--- src/rtl/drv7seg_rx_pkg.sv ---
// Shared constants for the 7-segment bus receiver: canonical segment codes,
// segment bit positions and the frame FSM state type.
package drv7seg_rx_pkg;

  localparam int SEG_DP = 7;
  localparam int SEG_G  = 6;
  localparam int SEG_F  = 5;
  localparam int SEG_E  = 4;
  localparam int SEG_D  = 3;
  localparam int SEG_C  = 2;
  localparam int SEG_B  = 1;
  localparam int SEG_A  = 0;

  localparam logic [6:0] SEG_BLANK = 7'h00;

  // {g..a} codes, element i displays hex digit i
  localparam logic [15:0][6:0] SEG_CODES = {
    7'h71, 7'h79, 7'h5E, 7'h39, 7'h7C, 7'h77, 7'h6F, 7'h7F,
    7'h07, 7'h7D, 7'h6D, 7'h66, 7'h4F, 7'h5B, 7'h06, 7'h3F
  };

  typedef enum logic [1:0] {IDLE, COLLECT, PUBLISH} frame_state_e;

  function automatic logic is_onehot4(input logic [3:0] v);
    return (v != 4'd0) && ((v & (v - 4'd1)) == 4'd0);
  endfunction

  function automatic logic [1:0] enc4(input logic [3:0] v);
    logic [1:0] r;
    r = '0;
    for (int i = 0; i < 4; i++) if (v[i]) r = 2'(i);
    return r;
  endfunction

endpackage

--- src/rtl/drv7seg_rx_if.sv ---
// Pin bundle of the 7-segment bus receiver: tapped COM/segment lines in,
// decoded frame out.
interface drv7seg_rx_if;
  logic [3:0] I_COM;
  logic [7:0] I_DRV7SEG;
  logic [3:0] O_DG3, O_DG2, O_DG1, O_DG0;
  logic [3:0] O_DOTS;
  logic [3:0] O_DRVEN;
  logic       O_VALID;
  logic       O_ERR;

  modport master (output I_COM, I_DRV7SEG,
                  input  O_DG3, O_DG2, O_DG1, O_DG0, O_DOTS, O_DRVEN, O_VALID, O_ERR);
  modport slave  (input  I_COM, I_DRV7SEG,
                  output O_DG3, O_DG2, O_DG1, O_DG0, O_DOTS, O_DRVEN, O_VALID, O_ERR);
endinterface

--- src/rtl/drv7seg_rx_seg7_decode.sv ---
// Combinational 7-segment to hex decoder; blank and unknown codes both
// return value 0 and are told apart by the flags.
module seg7_decode
  import drv7seg_rx_pkg::*;
(
  input  logic [6:0] seg,
  output logic [3:0] value,
  output logic       blank,
  output logic       invalid
);

  always_comb begin
    value   = '0;
    blank   = (seg == SEG_BLANK);
    invalid = ~blank;
    for (int i = 0; i < 16; i++) begin
      if (seg == SEG_CODES[i]) begin
        value   = 4'(i);
        invalid = 1'b0;
      end
    end
  end

endmodule

--- src/rtl/drv7seg_rx.sv ---
// Receiver for the multiplexed 4-digit 7-segment bus: sync, glitch filter,
// per-digit decode and one published frame per scan.
// Optional idle timeout publish is built when DRV7SEGRX_TIMEOUT_EN is defined.
module drv7seg_rx
  import drv7seg_rx_pkg::*;
#(
  parameter int STABLE_CYC     = 4,
  parameter int TIMEOUT_CYC    = 4096,
  parameter bit COM_ACTIVE_LOW = 1'b1,
  parameter bit SEG_ACTIVE_LOW = 1'b1
)(
  input  logic          I_CLK,
  input  logic          I_RESET,
  drv7seg_rx_if.slave   bus
);

  localparam int CW = $clog2(STABLE_CYC + 1);
  localparam logic [CW-1:0] CNT_ACC = CW'(STABLE_CYC - 1);
  localparam logic [CW-1:0] CNT_SAT = CW'(STABLE_CYC);

  logic [3:0]  com_m, com_s, com_n;
  logic [7:0]  seg_m, seg_s, seg_n;
  logic [11:0] pat_q;
  logic [CW-1:0] cnt_q;

  always_ff @(posedge I_CLK or posedge I_RESET) begin
    if (I_RESET) begin
      com_m <= '0; com_s <= '0;
      seg_m <= '0; seg_s <= '0;
    end else begin
      com_m <= bus.I_COM;     com_s <= com_m;
      seg_m <= bus.I_DRV7SEG; seg_s <= seg_m;
    end
  end

  assign com_n = COM_ACTIVE_LOW ? ~com_s : com_s;
  assign seg_n = SEG_ACTIVE_LOW ? ~seg_s : seg_s;

  // Counter saturates at STABLE_CYC so a long stable run accepts only once
  always_ff @(posedge I_CLK or posedge I_RESET) begin
    if (I_RESET) begin
      pat_q <= '0;
      cnt_q <= '0;
    end else begin
      pat_q <= {com_n, seg_n};
      if ({com_n, seg_n} != pat_q) cnt_q <= '0;
      else if (cnt_q != CNT_SAT)   cnt_q <= cnt_q + 1'b1;
    end
  end

  logic       acc, acc_one, acc_multi;
  logic [1:0] acc_idx;
  logic [3:0] cur_val;
  logic       cur_blank, cur_inv;

  assign acc       = (cnt_q == CNT_ACC);
  assign acc_one   = acc & is_onehot4(pat_q[11:8]);
  assign acc_multi = acc & (|pat_q[11:8]) & ~is_onehot4(pat_q[11:8]);
  assign acc_idx   = enc4(pat_q[11:8]);

  seg7_decode u_dec (
    .seg     (pat_q[6:0]),
    .value   (cur_val),
    .blank   (cur_blank),
    .invalid (cur_inv)
  );

  frame_state_e state_q, state_d;
  logic cap, cap_from_pend, clr_sh, ld_pend, pub, tmo;

  logic [1:0] pend_idx;
  logic [3:0] pend_val;
  logic       pend_blank, pend_inv, pend_dp, pend_vld;

  logic [3:0][3:0] sh_dg, dg_q;
  logic [3:0]      sh_dots, sh_drven, mask;
  logic [3:0]      dots_q, drven_q;
  logic            ferr, err_q, valid_q;

`ifdef DRV7SEGRX_TIMEOUT_EN
  localparam int TW = $clog2(TIMEOUT_CYC + 1);
  logic [TW-1:0] tcnt_q;

  assign tmo = (tcnt_q == TW'(TIMEOUT_CYC));

  always_ff @(posedge I_CLK or posedge I_RESET) begin
    if (I_RESET)                              tcnt_q <= '0;
    else if (state_q == PUBLISH || acc || tmo) tcnt_q <= '0;
    else                                      tcnt_q <= tcnt_q + 1'b1;
  end
`else
  assign tmo = 1'b0;
`endif

  always_ff @(posedge I_CLK or posedge I_RESET) begin
    if (I_RESET) state_q <= IDLE;
    else         state_q <= state_d;
  end

  // A repeated digit closes the frame; it is parked in pend_* and becomes
  // the first capture of the next frame once the publish cycle is done.
  always_comb begin
    state_d       = state_q;
    cap           = 1'b0;
    cap_from_pend = 1'b0;
    clr_sh        = 1'b0;
    ld_pend       = 1'b0;
    pub           = 1'b0;
    case (state_q)
      IDLE: begin
        if (acc_one) begin
          state_d = COLLECT;
          clr_sh  = 1'b1;
          cap     = 1'b1;
        end else if (tmo) begin
          clr_sh  = 1'b1;
          state_d = PUBLISH;
        end
      end
      COLLECT: begin
        if (acc_one) begin
          if (mask[acc_idx]) begin
            ld_pend = 1'b1;
            state_d = PUBLISH;
          end else begin
            cap = 1'b1;
          end
        end else if (tmo) begin
          state_d = PUBLISH;
        end
      end
      PUBLISH: begin
        pub = 1'b1;
        if (pend_vld) begin
          clr_sh        = 1'b1;
          cap           = 1'b1;
          cap_from_pend = 1'b1;
          state_d       = COLLECT;
        end else begin
          state_d = IDLE;
        end
      end
      default: state_d = IDLE;
    endcase
  end

  logic [1:0] cap_idx;
  logic [3:0] cap_val;
  logic       cap_blank, cap_inv, cap_dp;

  assign cap_idx   = cap_from_pend ? pend_idx   : acc_idx;
  assign cap_val   = cap_from_pend ? pend_val   : cur_val;
  assign cap_blank = cap_from_pend ? pend_blank : cur_blank;
  assign cap_inv   = cap_from_pend ? pend_inv   : cur_inv;
  assign cap_dp    = cap_from_pend ? pend_dp    : pat_q[SEG_DP];

  always_ff @(posedge I_CLK or posedge I_RESET) begin
    if (I_RESET) begin
      pend_idx <= '0; pend_val <= '0; pend_blank <= 1'b0;
      pend_inv <= 1'b0; pend_dp <= 1'b0; pend_vld <= 1'b0;
      sh_dg <= '0; sh_dots <= '0; sh_drven <= '0; mask <= '0; ferr <= 1'b0;
      dg_q <= '0; dots_q <= '0; drven_q <= '0; err_q <= 1'b0; valid_q <= 1'b0;
    end else begin
      if (ld_pend) begin
        pend_idx   <= acc_idx;
        pend_val   <= cur_val;
        pend_blank <= cur_blank;
        pend_inv   <= cur_inv;
        pend_dp    <= pat_q[SEG_DP];
        pend_vld   <= 1'b1;
      end else if (pub) begin
        pend_vld   <= 1'b0;
      end
      if (clr_sh) begin
        sh_dg <= '0; sh_dots <= '0; sh_drven <= '0; mask <= '0; ferr <= 1'b0;
      end
      if (cap) begin
        sh_dg[cap_idx]    <= cap_val;
        sh_drven[cap_idx] <= ~cap_blank;
        sh_dots[cap_idx]  <= cap_dp;
        mask[cap_idx]     <= 1'b1;
        if (cap_inv) ferr <= 1'b1;
      end
      if (acc_multi) ferr <= 1'b1;
      valid_q <= pub;
      if (pub) begin
        dg_q    <= sh_dg;
        dots_q  <= sh_dots;
        drven_q <= sh_drven;
        err_q   <= ferr;
      end
    end
  end

  assign bus.O_DG3   = dg_q[3];
  assign bus.O_DG2   = dg_q[2];
  assign bus.O_DG1   = dg_q[1];
  assign bus.O_DG0   = dg_q[0];
  assign bus.O_DOTS  = dots_q;
  assign bus.O_DRVEN = drven_q;
  assign bus.O_VALID = valid_q;
  assign bus.O_ERR   = err_q;

endmodule

--- src/flat_wrapper.sv ---
// flat-port wrapper written by rule: the top's interface ports become plain ports
module drv7seg_rx_flat import drv7seg_rx_pkg::*;
#(
  parameter int STABLE_CYC     = 4,
  parameter int TIMEOUT_CYC    = 4096,
  parameter bit COM_ACTIVE_LOW = 1'b1,
  parameter bit SEG_ACTIVE_LOW = 1'b1
)
  (I_CLK, I_RESET, bus_I_COM, bus_I_DRV7SEG, bus_O_DG3, bus_O_DG2, bus_O_DG1, bus_O_DG0, bus_O_DOTS, bus_O_DRVEN, bus_O_VALID, bus_O_ERR);
  drv7seg_rx_if bus_i ();
  input  logic I_CLK;
  input  logic I_RESET;
  input wire logic [$bits(bus_i.I_COM)-1:0] bus_I_COM;
  input wire logic [$bits(bus_i.I_DRV7SEG)-1:0] bus_I_DRV7SEG;
  output wire logic [$bits(bus_i.O_DG3)-1:0] bus_O_DG3;
  output wire logic [$bits(bus_i.O_DG2)-1:0] bus_O_DG2;
  output wire logic [$bits(bus_i.O_DG1)-1:0] bus_O_DG1;
  output wire logic [$bits(bus_i.O_DG0)-1:0] bus_O_DG0;
  output wire logic [$bits(bus_i.O_DOTS)-1:0] bus_O_DOTS;
  output wire logic [$bits(bus_i.O_DRVEN)-1:0] bus_O_DRVEN;
  output wire logic [$bits(bus_i.O_VALID)-1:0] bus_O_VALID;
  output wire logic [$bits(bus_i.O_ERR)-1:0] bus_O_ERR;
  assign bus_i.I_COM = bus_I_COM;
  assign bus_i.I_DRV7SEG = bus_I_DRV7SEG;
  assign bus_O_DG3 = bus_i.O_DG3;
  assign bus_O_DG2 = bus_i.O_DG2;
  assign bus_O_DG1 = bus_i.O_DG1;
  assign bus_O_DG0 = bus_i.O_DG0;
  assign bus_O_DOTS = bus_i.O_DOTS;
  assign bus_O_DRVEN = bus_i.O_DRVEN;
  assign bus_O_VALID = bus_i.O_VALID;
  assign bus_O_ERR = bus_i.O_ERR;
  drv7seg_rx #(.STABLE_CYC(STABLE_CYC), .TIMEOUT_CYC(TIMEOUT_CYC), .COM_ACTIVE_LOW(COM_ACTIVE_LOW), .SEG_ACTIVE_LOW(SEG_ACTIVE_LOW)) u_core (.I_CLK(I_CLK), .I_RESET(I_RESET), .bus(bus_i));
endmodule
--- config.mk ---
export PLATFORM = sky130hd
export DESIGN_NAME = drv7seg_rx_flat
export DESIGN_NICKNAME = d
export VERILOG_FILES = /design/src/rtl/drv7seg_rx_pkg.sv /design/src/rtl/drv7seg_rx_if.sv /design/src/rtl/drv7seg_rx_seg7_decode.sv /design/src/rtl/drv7seg_rx.sv /design/src/flat_wrapper.sv
export SDC_FILE = /design/constraint.sdc
export NUM_CORES = 1
export LEC_CHECK = 0
export ABC_AREA = 1
export CORE_AREA = 3 3 108 84
export CTS_CLUSTER_SIZE = 28
export DETAILED_ROUTE_END_ITERATION = 10
export DIE_AREA = 0 0 111 87
export PLACE_DENSITY = 0.78
export SLEW_MARGIN = 20
export SYNTH_ARGS = -nofsm -noshare
export SYNTH_HDL_FRONTEND = slang
export SYNTH_SLANG_ARGS = --single-unit
--- constraint.sdc ---
create_clock -name I_CLK -period 5 [get_ports I_CLK]
set_input_delay 1 -clock I_CLK [delete_from_list [all_inputs] [get_ports I_CLK]]
set_output_delay 1 -clock I_CLK [all_outputs]
set_load 0.005 [all_outputs]
**Yosys cells after proc, flatten, opt, wreduce, memory -nomap -nowiden**

Cells that the tools add are included.
Widths: inputs -> output; s select.

- ROM bits: 0
- Register bits after elaboration: 106
- Latch bits: 0
- Memories kept: 0
- Output and inout port bits: 26
- RAM bits: 0
- Input bits: 14

- Multiply operators: 0
- Magnitude comparators: 3
- Add/subtract/negate cells: 2
- Shift operators: 0
- Reduce and logical (&&, ||, !) cells: 10
- Bitwise operators: 10
- Divide/modulo/power cells: 0
- Muxes and demuxes: 80
- Equality and inequality tests: 24

Operators with widths:

| operator | count |
|---|---|
| $mux 4 | 22 |
| $eq 7x7->1 const B | 12 |
| $mux 1 | 39 |
| $mux 16 | 2 |
| $bwmux 16 | 1 |
| $eq 7x3->1 const B | 2 |
| $eq 7x6->1 const B | 2 |
| $mux 2 | 6 |
| $ne 12x12->1 | 1 |
| $bwmux 4 | 2 |
| $demux 4 s2 | 1 |
| $not 8->8 | 1 |
| $logic_not 7->1 | 1 |
| $lt 2x3->1 const B | 2 |
| $mux 3 | 2 |
| $ne 2x1->1 const B | 3 |
| $pmux 2 s3 | 1 |
| $and 4x4->4 | 1 |
| $logic_not 4->1 | 1 |
| $not 4->4 | 1 |
| $or 4x4->4 | 1 |
| $reduce_bool 2->1 | 2 |
| $reduce_bool 4->1 | 1 |
| $reduce_or 4->1 | 1 |
| 16 further kinds | 21 |

**Longest topological paths before layout**

- Depth in word-level cells: 22
- Mapped depth: 12

**Cells and area by module**

From an unflattened synthesis, not the netlist that was laid out.

- Cells, all modules: 553
- Area total of the unflattened synthesis: 4,703.3 µm²

Modules (own cells, without submodules):

| module | times used | cells an instance | area an instance (µm²) |
|---|---|---|---|
| drv7seg_rx | 1 | 485 | 4,379.2 |
| seg7_decode | 1 | 68 | 324.1 |

**Worst setup path before layout**

OpenSTA, ideal clock, no wires.

- Kind: flip-flop to flip-flop
- Start: register u_core.cnt_q[1]
- End: register u_core.sh_dots[1]
- Path buffers: 0
- Arrival: 1.526 ns
- Setup slack: 3.342 ns
- Period minus slack after synthesis: 1.658 ns
- Stages on the path, launching flop included: 11
- Data required time: 4.868 ns
- Cells stage by stage: dfrtp_1 ha_1 ha_1 a21boi_4 nand3_4 nor2_8 nor2_8 nor2_8 inv_6 nand2_1 o21ai_2

- Cells in the longest elaborated chain, start to end: 7

Ends and longest elaborated chain:

| item | RTL line | text |
|---|---|---|
| start: declaration | drv7seg_rx.sv:24 | `logic [CW-1:0] cnt_q;` |
| start signal: assignment | drv7seg_rx.sv:47 | `else if (cnt_q != CNT_SAT) cnt_q <= cnt_q + 1'b1;` |
| $eq 3x2->1 (*) | drv7seg_rx.sv:56 | `assign acc = (cnt_q == CNT_ACC);` |
| $and 1x1->1 (*) | drv7seg_rx.sv:57 | `assign acc_one = acc & is_onehot4(pat_q[11:8]);` |
| $mux 1 | drv7seg_rx.sv:111 | `if (acc_one) begin` |
| $pmux 1 s2 | drv7seg_rx.sv:109 | `case (state_q)` |
| $mux 4 | drv7seg_rx.sv:174 | `if (clr_sh) begin` |
| $bwmux 4 | drv7seg_rx.sv:180 | `sh_dots[cap_idx] <= cap_dp;` |
| $mux 4 (*) | drv7seg_rx.sv:177 | `if (cap) begin` |
| end signal: indexed assignment | drv7seg_rx.sv:180 |  |
| end: declaration | drv7seg_rx.sv:76 | `logic [3:0] sh_dots, sh_drven, mask;` |

Mark *: on every way between the ends. The rest lies on a longest branch, timed or not.
A chain may end at the register's enable or synchronous reset.

**Final worst setup path**

- Start: register u_core.dg_q (netlist bit u_core.bus.O_DG0[1])
- End: output port bus_O_DG0[1]

RTL lines:

| item | RTL line | text |
|---|---|---|
| start: declaration | drv7seg_rx.sv:75 | `logic [3:0][3:0] sh_dg, dg_q;` |
| start signal: assignment | drv7seg_rx.sv:187 | `dg_q <= sh_dg;` |
| end: declaration | flat_wrapper.sv:18 | `output wire logic [$bits(bus_i.O_DG0)-1:0] bus_O_DG0;` |

No word-level cell between the ends.

==> flow_summary.yaml <==
routing:
  viasPerCell: 5.28
  routed_wl_um: 8700
  wl_per_cell_um: 13.7
  vias: 3361
  dr.first_iter.drc_count: 260
  drc: 0
  dr.pass1.iters: 6
  final_antenna_net_count: 0
min_path:
  hold_path.class: "register to register"
die:
  num_rows: 28
  die_x_um: 111
  die_y_um: 87
  die-area_um2: 9660
  start_util_pct: 57.6
  core-area_um2: 7950
  io_pins: 40
power:
  pwr_density_cell_nw_per_um2: 282
  vdd_ir_drop_max_mv: 0.163
  p_leak_nw: 2.64
worst_setup_path:
  max_stage_delay_ps: 510
  critPathKind: "register to primary output"
  path_delay_family: "buffers and inverters"
  path_max_fanout: 2
  cp-end-kind: "primary output"
  cp_slowest_cell: "clkdlybuf4s50_1"
  cp.required_ps: 4000
  cp_num_buf_inv: 1
  start_kind: "register"
  worstPathArrival_ps: 1240
  crit_chain: "clkdlybuf4s50_1"
cells_and_area:
  layout-drive-gt1-share_pct: 11.9
  final_nets: 544
  stdcell_count: 636
  syn2layout_area_growth_pct: 14.4
  antenna_cells: 0
sta:
  finClkSkew_ps: 7.33
  slew_headroom_pct: 36.0
  hold_viol_final: 0
  finalCritPeriodShare_pct: 44.8
  timing.fmax_mhz: 447
  fin_setup_tns_ps: 0
  rsz0062_at_grt: "no"
  finalSetupViolations: 0
  tightest_slew_ps: 960
  timing.final.ws_setup_ps: 2760
  maxSlewViolCount: 0
  period_needed_ps: 2240
clock_network:
  numCtsBuffers: 9
  cts_root_buf: "clkbuf_8"
  clkLatencyLatePin_ps: 370
  cts_resized: 0
  cts_tree: "yes"
  cts.path.max_buffers: 2
  htree_levels: 3
  ctsHoldBuffers: 0
  cts.sinks: 106
  clk_pin_slew_ps: 90
  post_cts_buffers: 0
synthesis:
  synth-compound-area-share_pct: 7.55
  seq_area_frac_synth_pct: 58.0
  synth_top_family_by_area: "simple AND/OR/NAND/NOR gates"
  postSynthCellCount: 485
  ys_warn_count: 0
  yosys.area_share.simple_pct: 26.1
  synth.area.mux_share_pct: 0
  avgSynthCellArea_um2: 9.44
  ys_async_sr_fraction_pct: 100
  netlist_area_um2: 4580
  synth-edff-count: 0
  ys_ff_latch: 106
  synth_flop_cell: "dfrtp_1"
  synth_cell_types: 41
  synth_fp_nets: 502
  synth_xor_area_share_pct: 0.957
  synth_adder_area_share_pct: 0.820
outcome:
  status: "finished clean"
global_route:
  grt_pass1_vias: 3362
  grt_start_max_net_pins: 80
  track_usage_pct: 19.6
  antenna_found_initial: 0
  grt_pass1_wl_um: 15200
  grt-ovfl-total: 0
placed_design:
  gp_congestion: 0.850
  dpl.cell_count: 621
  numPortBuffers: 39
  dp_hpwl_um: 6110
  place_ws_ps: 2420
job:
  cap_violations: 0
[placed cells by master (no fill, tap or decap), types with 2 or more instances in the layout]
master	netlist	final
a21oi_1	4	4
a221oi_1	2	2
clkbuf_8	0	10
clkdlybuf4s50_1	0	39
clkinv_4	1	3
dfrtp_1	106	106
ha_1	3	3
inv_1	44	43
inv_2	8	8
inv_4	3	4
nand2_1	157	157
nand2_2	2	2
nand2_4	3	3
nand3_1	31	31
nand3b_1	3	3
nand4_1	6	6
nor2_1	30	30
nor2_2	2	2
nor2_4	4	4
nor2_8	5	5
nor3_1	3	3
o21ai_0	19	19
o21ai_1	9	9
o21ai_2	10	10
o22ai_1	2	2
or2_2	2	2
xnor2_1	4	4
[flip-flops by register name, indices dropped and copies added, names as in the netlist, 4 cells and up]
name and cells:
u_core.bus.O_DG0 4, u_core.bus.O_DG1 4, u_core.bus.O_DG2 4, u_core.bus.O_DG3 4, u_core.bus.O_DOTS 4, u_core.bus.O_DRVEN 4
u_core.com_m 4, u_core.com_s 4, u_core.mask 4, u_core.pat_q 12, u_core.pend_val 4, u_core.seg_m 8
u_core.seg_s 8, u_core.sh_dg 16, u_core.sh_dots 4, u_core.sh_drven 4
[metrics by stage]
stage	utilization, %	hold slack [ps]	power [mW]	area [um^2]
after global placement	63.4	334	0.971	5040
final	65.8	354	1.48	5240
after global routing	65.8	359	1.53	5240
after detailed placement	63.4	336	0.974	5040
after floorplan	-	331	0.948	4580
after CTS	65.8	357	1.49	5240
[power breakdown]
group / leakage, nW / internal, mW / switching (mW) / total, mW
Clock: 0.0994 / 0.244 / 0.279 / 0.523
Sequential: 1.40 / 0.871 / 0.0114 / 0.883
Combinational: 1.15 / 0.0238 / 0.0493 / 0.0732
Total: 2.64 / 1.14 / 0.339 / 1.48
[logic make-up after synthesis]
group,after synthesis
DFF,106
buffers and inverters,67
and+or+nand+nor,252
AOI/OAI and AO/OA,52
xor gates and xnor gates,5
adders and majority gates,3
[metal layers]
layer | track usage [%] | routed length [um] | share of wire, %
met1 | 26.5 | 4070 | 47
met2 | 31.4 | 4010 | 46
met3 | 4.03 | 444 | 5.1
met4 | 8.05 | 178 | 2.0
met5 | 0 | 0 | 0
[worst paths after layout]
kind / startpoint / endpoint / slack [ps] / cells past startpoint
setup / recovery: u_core.bus.O_DG0[1] / bus_O_DG0[1] / 2760 / 1
hold / removal: u_core.seg_m[4] / u_core.seg_s[4] / 350 / 0
setup reg to reg: u_core.state_q[0] / u_core.bus.O_DRVEN[2] / 2780 / 4
hold reg to reg: u_core.seg_m[4] / u_core.seg_s[4] / 350 / 0
max in group asynchronous: I_RESET / u_core.pat_q[11] / 2910 / 3
min in group asynchronous: I_RESET / u_core.pat_q[1] / 1200 / 2
[cell usage after synthesis (all sizes together) (2+ instances only)]
cell      n  share of area, %
buf       5               1.1
nand3    33               4.0
or2       2              0.27
nand2   162                14
clkbuf    4              0.33
inv      56               4.9
xnor2     4              0.77
a21oi     5              0.63
o22ai     2              0.27
o21ai    39               5.3
nand4     7               1.1
nand3b    3              0.49
clkinv    2              0.27
a221oi    2              0.38
nor3      3              0.33
nor2     41               5.9
dfrtp   106                58
ha        3              0.82
[cell type report]
cell class	instances	area, um^2
Multi-Input combinational cell	312	1620
Tap cell	105	131
Fill cell	636	2720
Inverter	58	238
Clock inverter	4	52.6
Sequential cell	106	2650
Clock buffer	11	141
Timing Repair Buffer	40	398
Note: power is estimated with default switching activity, not from simulation.
